<file path="config.mk">
export PLATFORM = sky130hd
export DESIGN_NAME = ex_mem_pipe_reg
export DESIGN_NICKNAME = d
export VERILOG_FILES = /design/src/rtl/ex_mem_pipe_reg_pkg.sv /design/src/rtl/ex_mem_pipe_reg_skid.sv /design/src/rtl/ex_mem_pipe_reg.sv
export SDC_FILE = /design/constraint.sdc
export NUM_CORES = 1
export LEC_CHECK = 0
export CAP_MARGIN = 20
export CORE_MARGIN = 10
export CORE_UTILIZATION = 55
export CTS_CLUSTER_SIZE = 8
export DETAILED_ROUTE_END_ITERATION = 8
export PLACE_DENSITY = 0.86
export SKIP_LAST_GASP = 1
export SYNTH_ARGS = -nofsm -noshare
export SYNTH_HDL_FRONTEND = slang
export SYNTH_SLANG_ARGS = --single-unit
export TNS_END_PERCENT = 50
</file>
<file path="constraint.sdc">
create_clock -name clk -period 20.8 [get_ports clk]
set_input_delay 3.12 -clock clk [delete_from_list [all_inputs] [get_ports clk]]
set_output_delay 3.12 -clock clk [all_outputs]
set_load 0.01 [all_outputs]
</file>
<file path="src/rtl/ex_mem_pipe_reg_pkg.sv">
// ----------------------------------------------------------------------------
// ex_mem_pipe_reg_pkg
//   Shared definitions for the EX->MEM pipeline boundary register.
//   - CTRL_W and the bit position of every control signal inside the control
//     bundle {Jump, MemToReg, Branch, MemRead, MemWrite, RegWrite}.
//   - Occupancy state encoding of the 2-entry skid buffer. The numeric values
//     equal the number of entries held, so the state doubles as occupancy.
// ----------------------------------------------------------------------------
package ex_mem_pipe_reg_pkg;

  localparam int CTRL_W = 6;

  // Control bundle bit positions (LSB first).
  localparam int CTRL_REGWRITE = 0;
  localparam int CTRL_MEMWRITE = 1;
  localparam int CTRL_MEMREAD  = 2;
  localparam int CTRL_BRANCH   = 3;
  localparam int CTRL_MEMTOREG = 4;
  localparam int CTRL_JUMP     = 5;

  // Skid buffer occupancy state; value == entries held.
  typedef enum logic [1:0] {
    ST_EMPTY = 2'd0,
    ST_ONE   = 2'd1,
    ST_TWO   = 2'd2
  } skid_state_e;

  // Branch decision for one entry: taken branch or unconditional jump.
  function automatic logic branchTaken(input logic branch, input logic zero,
                                       input logic jump);
    return (branch & zero) | jump;
  endfunction

endpackage

</file>
<file path="src/rtl/ex_mem_pipe_reg_skid.sv">
// ----------------------------------------------------------------------------
// pipe_skid_buf
//   Generic 2-entry skid buffer over a flattened payload vector.
//   Head register H drives the output; skid register S catches the one entry
//   that can arrive while the head is stalled.
//
// Handshake (both sides): a transfer happens on a rising clk edge where
//   valid & ready are both high. inReady depends on registered state only
//   (state != TWO), never combinationally on outReady, so the ready path is
//   cut at this stage. outValid = (state != EMPTY). A producer may change its
//   data only after a transfer; the buffer never drops or duplicates entries.
//
// Ports:
//   clk, rst            rising-edge clock, asynchronous active-high reset
//   flush               empties the buffer and discards the current input
//   inValid/inReady     upstream handshake, inData payload
//   outValid/outReady   downstream handshake, outData = head payload
//   stateDbg            current occupancy state (EMPTY=0, ONE=1, TWO=2)
// ----------------------------------------------------------------------------
module pipe_skid_buf
  import ex_mem_pipe_reg_pkg::*;
#(
  parameter int W = 8
) (
  input  logic         clk,
  input  logic         rst,
  input  logic         flush,
  input  logic         inValid,
  output logic         inReady,
  input  logic [W-1:0] inData,
  output logic         outValid,
  input  logic         outReady,
  output logic [W-1:0] outData,
  output logic [1:0]   stateDbg
);

  skid_state_e state;
  logic [W-1:0] headReg;
  logic [W-1:0] skidReg;
  logic         push;
  logic         pop;

  assign inReady  = (state != ST_TWO);
  assign outValid = (state != ST_EMPTY);
  assign outData  = headReg;
  assign stateDbg = state;

  assign push = inValid & inReady;
  assign pop  = outValid & outReady;

  always_ff @(posedge clk or posedge rst) begin
    if (rst) begin
      state   <= ST_EMPTY;
      headReg <= '0;
      skidReg <= '0;
    end else if (flush) begin
      // Flush wins over push/pop. A head popped this cycle was already taken
      // by the consumer; everything else, including the input, is dropped.
      // Register contents are left as-is; they are invisible while EMPTY.
      state <= ST_EMPTY;
    end else begin
      unique case (state)
        ST_EMPTY: begin
          if (push) begin
            headReg <= inData;
            state   <= ST_ONE;
          end
        end
        ST_ONE: begin
          if (push && pop) begin
            headReg <= inData;
          end else if (push) begin
            // Head is stalled: park the newcomer in the skid register.
            skidReg <= inData;
            state   <= ST_TWO;
          end else if (pop) begin
            state <= ST_EMPTY;
          end
        end
        ST_TWO: begin
          // inReady is low here, so only a pop can happen.
          if (pop) begin
            headReg <= skidReg;
            state   <= ST_ONE;
          end
        end
        default: begin
          state <= ST_EMPTY;
        end
      endcase
    end
  end

endmodule

</file>
<file path="src/rtl/ex_mem_pipe_reg.sv">
// ----------------------------------------------------------------------------
// ex_mem_pipe_reg
//   EX->MEM pipeline boundary register with valid/ready handshake, a 2-entry
//   skid buffer, flush (bubble insertion) and a registered branch decision.
//
// Ports:
//   clk, Reset                rising-edge clock, async active-high reset
//   flush                     kill held entries and the current input
//   in_valid / in_ready       upstream handshake (in_ready = not full)
//   ctrl_in                   {Jump, MemToReg, Branch, MemRead, MemWrite, RegWrite}
//   zero_in, br_target_in,
//   alu_result_in,
//   store_data_in, rd_in      per-entry payload, stored verbatim
//   out_valid / out_ready     downstream handshake for the head entry
//   ctrl_out                  head control bits, forced to 0 in a bubble
//   zero_out, br_target_out,
//   alu_result_out,
//   store_data_out, rd_out    head payload (hold last value in a bubble)
//   pc_src_out                out_valid & ((Branch & zero_out) | Jump)
//   occupancy                 entries held, 0..2
// ----------------------------------------------------------------------------
module ex_mem_pipe_reg
  import ex_mem_pipe_reg_pkg::*;
#(
  parameter int DATA_W = 32,
  parameter int REG_W  = 5
) (
  input  logic              clk,
  input  logic              Reset,
  input  logic              flush,
  input  logic              in_valid,
  output logic              in_ready,
  input  logic [CTRL_W-1:0] ctrl_in,
  input  logic              zero_in,
  input  logic [DATA_W-1:0] br_target_in,
  input  logic [DATA_W-1:0] alu_result_in,
  input  logic [DATA_W-1:0] store_data_in,
  input  logic [REG_W-1:0]  rd_in,
  output logic              out_valid,
  input  logic              out_ready,
  output logic [CTRL_W-1:0] ctrl_out,
  output logic              zero_out,
  output logic [DATA_W-1:0] br_target_out,
  output logic [DATA_W-1:0] alu_result_out,
  output logic [DATA_W-1:0] store_data_out,
  output logic [REG_W-1:0]  rd_out,
  output logic              pc_src_out,
  output logic [1:0]        occupancy
);

  // Flattened payload layout, MSB first:
  //   {ctrl, zero, br_target, alu_result, store_data, rd}
  localparam int PAY_W = CTRL_W + 1 + 3 * DATA_W + REG_W;

  logic [PAY_W-1:0]  inPayload;
  logic [PAY_W-1:0]  headPayload;
  logic [CTRL_W-1:0] headCtrl;
  logic              headValid;
  logic [1:0]        bufState;

  assign inPayload = {ctrl_in, zero_in, br_target_in, alu_result_in,
                      store_data_in, rd_in};

  pipe_skid_buf #(
    .W (PAY_W)
  ) u_skid (
    .clk      (clk),
    .rst      (Reset),
    .flush    (flush),
    .inValid  (in_valid),
    .inReady  (in_ready),
    .inData   (inPayload),
    .outValid (headValid),
    .outReady (out_ready),
    .outData  (headPayload),
    .stateDbg (bufState)
  );

  assign {headCtrl, zero_out, br_target_out, alu_result_out, store_data_out,
          rd_out} = headPayload;

  assign out_valid = headValid;
  assign occupancy = bufState;

  // A bubble must not carry live control into MEM, so control is masked;
  // data fields are don't-care downstream and pass through unmasked.
  assign ctrl_out = headValid ? headCtrl : '0;

  // Branch decision comes from the stored head entry, never from the inputs.
  assign pc_src_out = headValid & branchTaken(headCtrl[CTRL_BRANCH], zero_out,
                                              headCtrl[CTRL_JUMP]);

endmodule
</file>
==> metrics.md <==
| Metric | Value |
|---|---|
| Status | `finished, final reports clean` |
| Clock share of power | `about a third` |
| Setup TNS | `0 ns` |
| Crit path required time | `between 15 and 20 ns` |
| CP Launch Type | `flip-flop` |
| Area growth, synth to finish | `23.65%` |
| Antenna violations before repair | `0` |
| Final ANT Viol Nets | `0` |
| Most common cell after layout, fill and taps aside | `nand2_1` |
| Fraction of registers with async set/reset | `100.0%` |
| Number of global-route vias before repair | `7338` |
| Finished Layout Cells | `between 1k and 1.5k` |
| CTS Buf Count | `31` |
| Logic gate share of total power | `between 20% and 30%` |
| Final period util | `~28%` |
| Switching pwr | `about 0.00032 W` |
| Maximum capacitance violations | `0` |
| Die Y | `approximately 160 um` |
| Root Buffer | `clkbuf_16` |
| Final Hold Fails | `0` |
| GR Util All Layers | `a little under a fifth` |
| Port Buf Inserts | `approximately 230` |
| PD cells | `roughly 100 nW/um2` |
| Remaining DRCs | `0` |
| Die area | `24470 um2` |
| Reg power frac | `45.2%` |
| Total congestion overflow | `0` |
| RSZ-0062 raised after global routing | `false` |
| Post-Synthesis Cell Area | `slightly above 10000 um2` |
| Avg Inst Size Synth | `approximately 11 um2` |
| Postcts setup bufs | `0` |
| Later-pin clock latency in the skew report | `between 0.5 and 0.6 ns` |
| Post-synth net total | `about 1.0k` |
| Clk_skew | `just under 0.008 ns` |
| VDD IR max | `roughly 0.067 mV` |
| TritonRoute pass-1 iters | `4` |
| H-tree levels | `1` |
| Clock Pin Slew Worst Setup and Hold Paths | `around 0.050 ns` |
| Routed vias/inst | `between 5 and 6` |
| Hold crit path type | `flip-flop to flip-flop` |
| Fmax | `0.1743 GHz` |
| Hpwl dp | `15.17 mm` |
| # rows | `about 50` |
| Final #Nets | `1161` |
| Placed cell count | `1244` |
| Critical Path End Type | `output port` |
| CP top delay family | `buffers and inverters` |
| PostCTS Resize Cnt | `0` |
| Placer's final routability congestion estimate | `around 0.74` |
| IO Count | `roughly 230` |
| EDFF count, synth | `0` |
| Clk buf depth | `3` |
| Initial core utilization | `56.41%` |
| Fin crit period | `about 5.7 ns` |
| Diode count | `0` |
| CP arrival | `roughly 2.6 ns` |
| Share of cells above drive strength 1 | `roughly a quarter` |
| Rel. slew slack | `between 30 and 40%` |
| Critical Path Slowest Stage Cell | `clkdlybuf4s50_1` |
| CP max FO | `53` |
| Worst slew pin tran | `1.014 ns` |
| #FFs+latches synth | `~220` |
| Fillers | `around 1.3k` |
| Max incr delay on CP | `between 0.7 and 0.8 ns` |
| Hold buffers post-CTS | `0` |
| Lkg Pwr | `5.787 nW` |
| CP cell instances | `nor2b_4 > clkinv_2 > clkdlybuf4s50_1` |
| Die Span X | `~160 um` |
| Synth cell types | `21` |
| Clock tree sinks | `between 200 and 250` |
| Routed WL per cell | `18.54 um` |
| Post-Route WL | `23.66 mm` |
| Seq/Total Area, Yosys | `53.29%` |
| Buffers & Inverters on Critical Path | `2` |
| CTS tree | `done` |
| Core area | `18150 um2` |
| Syn Inst Count | `a little over 900` |
| Setup CP Type | `flip-flop to output port` |
| Final setup fails | `0` |
| Routed vias | `6754` |
| Main flop type after synthesis | `dfrtp_1` |
| Pint | `0.0009662 W` |
| YS warnings | `0` |
| Most frequent cells in the layout | `nand2_1 (324), clkdlybuf4s50_1 (225), dfrtp_1 (218), mux2_2 (216), clkbuf_16 (31)` |
| Global-route wire length before repair | `38.21 mm` |
| Initial drt markers | `335` |
| Largest net degree at the start of global routing | `141` |
| Sw Ratio | `25.14%` |
| Pins Over Slew Limit | `0` |
## cells in the mapped netlist, types with 2 or more instances
master	number	share of area, %
buf_6	3	0.33
buf_1	3	0.11
buf_4	101	7.4
buf_2	23	1.1
a21oi_1	2	0.098
inv_1	2	0.073
nor2_1	5	0.18
dfrtp_1	218	53
clkbuf_1	16	0.59
nor2b_1	7	0.43
mux2_2	216	24
nand2_1	324	12
## sequential cells by signal (all words and copies together), names as in the netlist
signal / cells
u_skid.outData: 108
u_skid.skidReg: 108
u_skid.stateDbg: 2
## cell families after synthesis
logic type	synth area share, %
buffers and inverters	9.668
multiplexers	23.86
flip-flops	53.29
AO/OA/AOI/OAI	0.4156
AND/OR/NAND/NOR	12.77
## worst paths after layout
kind                                         start                 end  slack [ns]  depth (start not counted)
worst min-delay path            u_skid.skidReg[98]  u_skid.skidReg[98]        0.50                          1
min in group asynchronous                    Reset  u_skid.skidReg[85]        3.20                          2
worst max-delay path            u_skid.stateDbg[0]            in_ready       15.06                          3
worst min register to register  u_skid.skidReg[98]  u_skid.skidReg[98]        0.50                          1
max in group asynchronous                    Reset  u_skid.skidReg[68]       16.00                          3
worst max register to register  u_skid.stateDbg[0]  u_skid.outData[53]       17.22                          7
## power groups by stage
stage,logic (W),registers [W],clock network (W)
4_1_cts,0.000291,0.000584,0.000430
3_3_place_gp,0.000281,0.000582,0
3_5_place_dp,0.000289,0.000589,0
6_report,0.000286,0.000584,0.000421
5_1_grt,0.000310,0.000596,0.000451
2_1_floorplan,0.000209,0.000572,0
## final cells by class
| cell class | instances | area (um2) | share of cell area (%) |
|---|---|---|---|
| clock inverters | 1 | 8.758 | 0.06919 |
| clock buffers | 31 | 775.7 | 6.128 |
| multi-input cells | 562 | 3807 | 30.08 |
| flip-flops and latches | 218 | 5455 | 43.10 |
| well taps | 229 | 286.5 | 2.264 |
| inverters | 3 | 20.02 | 0.1581 |
| repair buffers | 232 | 2305 | 18.21 |
## metrics by stage
stage	instance area [um2]	power, W	util (%)	setup slack (ns)	hold slack (ns)
2_1_floorplan	10240	0.0007805	-	11.72	0.4727
3_3_place_gp	11870	0.0008623	65.43	14.75	0.4830
3_5_place_dp	11870	0.0008778	65.43	14.72	0.4924
4_1_cts	12660	0.001305	69.75	15.06	0.5034
5_1_grt	12660	0.001356	69.75	14.99	0.5123
6_report	12660	0.001291	69.75	15.06	0.5014
## routing by layer
layer,part of all wire (%),vias up,track usage (%)
li1,-,3145,-
met1,40,3367,22.36
met2,48,205,31.88
met3,9.8,37,7.401
met4,2.1,0,5.303
met5,0,-,0
No activity file was read; power rests on OpenSTA's default activity.
